<file path="src/rtl/serial_add_seq.sv">
// -----------------------------------------------------------------------------
// serial_add_seq
//
// Bit-serial sequencer around an external single-bit full-adder cell. It takes
// a WIDTH-bit addition request (a, b, cin) over a valid/ready handshake. It then
// feeds the cell one operand bit pair per cycle, LSB first, and keeps the ripple
// carry in a flip-flop between bits. It gathers the cell's sum bits and returns
// {cout, sum} = a + b + cin over a second valid/ready handshake.
//
// Ports
//   clk        clock, all state changes on the rising edge
//   rst_n      synchronous reset, ACTIVE-HIGH despite the name
//   ena        global enable; 0 freezes all state and blocks both handshakes
//   in_valid   request valid          in_ready   request ready (IDLE & ena & ~rst_n)
//   a, b, cin  operands, captured only on an accepted request
//   out_valid  result valid (DONE & ena)
//   out_ready  result consumer ready
//   sum, cout  registered result
//   busy       operation in flight (state != IDLE)
//   fa_a/fa_b/fa_cin  drive the full-adder cell (0 outside RUN)
//   fa_sum/fa_cout    outputs of the full-adder cell
// -----------------------------------------------------------------------------
module serial_add_seq #(
  parameter int WIDTH = 8
) (
  input  logic             clk,
  input  logic             rst_n,
  input  logic             ena,
  input  logic             in_valid,
  output logic             in_ready,
  input  logic [WIDTH-1:0] a,
  input  logic [WIDTH-1:0] b,
  input  logic             cin,
  output logic             out_valid,
  input  logic             out_ready,
  output logic [WIDTH-1:0] sum,
  output logic             cout,
  output logic             busy,
  output logic             fa_a,
  output logic             fa_b,
  output logic             fa_cin,
  input  logic             fa_sum,
  input  logic             fa_cout
);

  localparam int CNT_W = $clog2(WIDTH);

  typedef enum logic [1:0] {
    IDLE = 2'd0,
    RUN  = 2'd1,
    DONE = 2'd2
  } state_t;

  state_t           state;
  state_t           state_nxt;

  logic [WIDTH-1:0] a_sh;
  logic [WIDTH-1:0] b_sh;
  // Only the upper WIDTH-1 collected sum bits need storage: the newest bit
  // comes straight from the cell and the LSB would be shifted out anyway.
  logic [WIDTH-2:0] s_sh;
  logic [WIDTH-1:0] s_nxt;
  logic             carry_q;
  logic [CNT_W-1:0] cnt;
  logic             last_bit;
  logic             in_fire;
  logic             out_fire;

  assign last_bit = (cnt == CNT_W'(WIDTH - 1));
  assign in_fire  = in_valid & in_ready;
  assign out_fire = out_valid & out_ready;
  assign s_nxt    = {fa_sum, s_sh};

  // State register
  always_ff @(posedge clk) begin
    if (rst_n) begin
      state <= IDLE;
    end else if (ena) begin
      state <= state_nxt;
    end
  end

  // Next-state logic
  always_comb begin
    state_nxt = state;
    case (state)
      IDLE:    if (in_fire)  state_nxt = RUN;
      RUN:     if (last_bit) state_nxt = DONE;
      DONE:    if (out_fire) state_nxt = IDLE;
      default: state_nxt = IDLE;
    endcase
  end

  // Outputs
  always_comb begin
    in_ready  = (state == IDLE) & ena & ~rst_n;
    out_valid = (state == DONE) & ena;
    busy      = (state != IDLE);
    fa_a      = 1'b0;
    fa_b      = 1'b0;
    fa_cin    = 1'b0;
    if (state == RUN) begin
      fa_a   = a_sh[0];
      fa_b   = b_sh[0];
      fa_cin = carry_q;
    end
  end

  // Datapath: operand shifters, carry flop, sum collector and result register
  always_ff @(posedge clk) begin
    if (rst_n) begin
      a_sh    <= '0;
      b_sh    <= '0;
      s_sh    <= '0;
      carry_q <= 1'b0;
      cnt     <= '0;
      sum     <= '0;
      cout    <= 1'b0;
    end else if (ena) begin
      case (state)
        IDLE: begin
          if (in_fire) begin
            a_sh    <= a;
            b_sh    <= b;
            carry_q <= cin;
            cnt     <= '0;
            s_sh    <= '0;
          end
        end
        RUN: begin
          a_sh    <= {1'b0, a_sh[WIDTH-1:1]};
          b_sh    <= {1'b0, b_sh[WIDTH-1:1]};
          s_sh    <= s_nxt[WIDTH-1:1];
          carry_q <= fa_cout;
          cnt     <= cnt + 1'b1;
          if (last_bit) begin
            sum  <= s_nxt;
            cout <= fa_cout;
          end
        end
        default: ;
      endcase
    end
  end

endmodule

</file>
<file path="config.mk">
export PLATFORM = sky130hd
export DESIGN_NAME = serial_add_seq
export DESIGN_NICKNAME = d
export VERILOG_FILES = /design/src/rtl/serial_add_seq.sv
export SDC_FILE = /design/constraint.sdc
export NUM_CORES = 1
export LEC_CHECK = 0
export ABC_CLOCK_PERIOD_IN_PS = 2600
export BUFFER_PORTS_ARGS = -buffer_cell sky130_fd_sc_hd__clkbuf_2
export CAP_MARGIN = 20
export CORE_UTILIZATION = 40
export DETAILED_ROUTE_END_ITERATION = 8
export GPL_ROUTABILITY_DRIVEN = 1
export PLACE_DENSITY = 0.71
export REMOVE_ABC_BUFFERS = 1
export SLEW_MARGIN = 10
export SYNTH_ARGS = -nofsm -noshare
export SYNTH_HDL_FRONTEND = slang
export SYNTH_SLANG_ARGS = --single-unit
</file>
<file path="constraint.sdc">
create_clock -name clk -period 2.6 [get_ports clk]
set_input_delay 0.13 -clock clk [delete_from_list [all_inputs] [get_ports clk]]
set_output_delay 0.13 -clock clk [all_outputs]
set_load 0.005 [all_outputs]
</file>
==> metrics.csv <==
metric,value,unit
nets,275,
status,finished clean,
io_buffers,38,
power.density,586.8,nW/um^2
clock_path_buffers,2,
cts-buffers-inserted,5,
hold_violations,0,
endpoint_kind,output port,
min_period,1.738,ns
drv_slew,0,
fin_crit_sh,66.86,%
grt_pass1_wl,6865,um
worstPathArrival,1.61,ns
cts_tree,built,
ant_nets,0,
worstPathRequired,2.47,ns
clock-root-buffer,clkbuf_8,
synthFlopType,dfxtp_1,
dpl_cell_area,2003,sq um
layoutNonFillerInstCount,302,
cts_max_level,2,
num_vias,1621,
rsz0062_at_grt,false,
fp.dieH,69.19,um
wl,3913,um
async_flop_share,0,%
tns,0,ns
vias_per_cell,5.368,
finClkSkew,0.003226,ns
dpl.hpwl,2505,um
crit_path_max_fanout,14,
postCtsSetupRepairBufs,0,
setup_violations,0,
detail_route.first_pass.iterations,4,
placed_cells,294,
clk_latency,0.29,ns
grt_use_total,17.79,%
final_core_util,48.10,%
hold_path_class,in2reg,
ctsHoldBuffers,0,
synth-seq-area-share,42.13,%
wire_per_inst,12.96,um
post_cts_resized,0,
avgSynthCellArea,8.207,sq um
gp_congestion,0.7344,
tightest_slew,0.6916,ns
seq_area,760.7,sq um
grt_start_max_net_pins,38,
crit_path_start_kind,flip-flop,
num-fill-cells,448,
timing.fmax,0.5753,GHz
grt_pass1_vias,1532,
clk_pin_slew,0.07,ns
grt_overflow,0,
layout-drive-gt1-share,27.60,%
multi_input_area,933.4,sq um
synth-edff-count,0,
whs,0.07880,ns
dp_slack,0.9887,ns
synth_cells,220,
critical_path_class,reg2out,
synth_cell_types,31,
dieArea,4787,sq um
fin_area,2095,sq um
worst_ir_drop_vdd,225.5,uV
cap_violations,0,
area_delta_synth_final,16.01,%
initial_core_util,41.47,%
syn_area,1805,sq um
yosysWarnings,0,
clock-sinks,38,
antenna_found_initial,0,
relSlewSlack,53.89,%
p_total,1.229,mW
synth-seq-cells,38,
drc_errors,0,
layout_setup_ws,0.8618,ns
die_w,69.19,um
n_antenna_cell,0,
power_leakage,0.8605,nW
placeableCoreArea,4354,sq um
drtIter0Drc,94,
rows,24,
boundaryPins,39,
==> cells by family (layout without fill, tap and decap cells) <==
logic type / count (synthesis) / after routing / synth area share, %
AND/OR/NAND/NOR: 100 / 100 / 26.13
AO/OA/AOI/OAI: 47 / 47 / 17.88
flip-flops: 38 / 38 / 42.13
buffers and inverters: 22 / 52 / 6.306
multiplexers: 11 / 11 / 6.168
adder cells (fa/ha/maj): 2 / 2 / 1.386
==> cells in the mapped netlist (2+ instances only) <==
master	number	area [sq um]
buf_6	2	22.52
or2_2	16	100.1
clkbuf_1	7	26.28
a21oi_1	10	50.05
o21ai_1	2	10.01
nand2_1	61	229.0
buf_2	10	50.05
nor2b_1	3	18.77
nand3_1	9	45.04
a31oi_1	15	93.84
o2111ai_1	2	17.52
ha_1	2	25.02
mux2i_1	10	100.1
o221ai_1	15	131.4
dfxtp_1	38	760.7
and2_1	3	18.77
==> worst paths after layout <==
kind / start / end / slack [ns] / depth (start not counted)
min reg2reg: a_sh[7]$_SDFFE_PP0P_ / a_sh[7]$_SDFFE_PP0P_ / 0.45 / 2
max: state[0]$_SDFFE_PP0P_ / fa_b / 0.86 / 3
min: b[2] / b_sh[2]$_SDFFE_PP0P_ / 0.08 / 3
max reg2reg: state[0]$_SDFFE_PP0P_ / b_sh[0]$_SDFFE_PP0P_ / 0.94 / 4
==> worst max-delay path, stage by stage, from the launching register on <==
cell	delay (ns)
dfxtp_1	0.47
nor2b_2	0.54
and2_1	0.20
clkbuf_2	0.10
==> flip-flops by register name, indices dropped and copies added, names as in the netlist <==
name and flops:
state 2, b_sh 8, carry_q 1, cout 1
sum 8, a_sh 8, s_sh 7, cnt 3
==> report_power, final <==
part | leakage, nW | total, mW | internal, mW | switching, mW
Sequential | 0.309 | 0.625 | 0.607 | 0.0179
Combinational | 0.503 | 0.191 | 0.0862 | 0.105
Clock | 0.0482 | 0.413 | 0.214 | 0.199
Total | 0.861 | 1.23 | 0.907 | 0.322
==> area by class of cell <==
| cell class | instances | share of cell area (%) |
|---|---|---|
| well taps | 52 | 3.106 |
| flip-flops and latches | 38 | 36.32 |
| clock buffers | 7 | 4.122 |
| clock inverters | 1 | 0.2389 |
| inverters | 1 | 0.1792 |
| repair buffers | 43 | 11.47 |
| multi-input cells | 160 | 44.56 |
==> metal layers <==
layer,up-vias,share of wire [%],global-route usage (%)
li1,832,-,-
met1,746,48,22.55
met2,38,46,29.45
met3,5,4.7,4.360
met4,0,1.6,6.122
met5,-,0,0
==> cells in the final DEF, fill, tap and decap left out <==
cell type and n:
nand2_1 61, dfxtp_1 38, clkbuf_2 38, or2_2 16
o221ai_1 15, a31oi_1 15, a21oi_1 10, mux2i_1 10
nand3_1 9, clkbuf_8 6, buf_4 4, and2_1 3
nor2b_1 2, o2111ai_1 2, o21ai_1 2, ha_1 2
nor4b_1 1, nor2b_2 1, and3b_1 1, and4b_1 1
nand4b_1 1, mux2_2 1, inv_2 1, nand3b_1 1
o31ai_1 1, o21ai_0 1, nor2_1 1, o21a_1 1
nand2b_1 1, or3_1 1, clkinv_2 1, clkbuf_1 1
buf_12 1
Power figures use the tool's default switching activity.
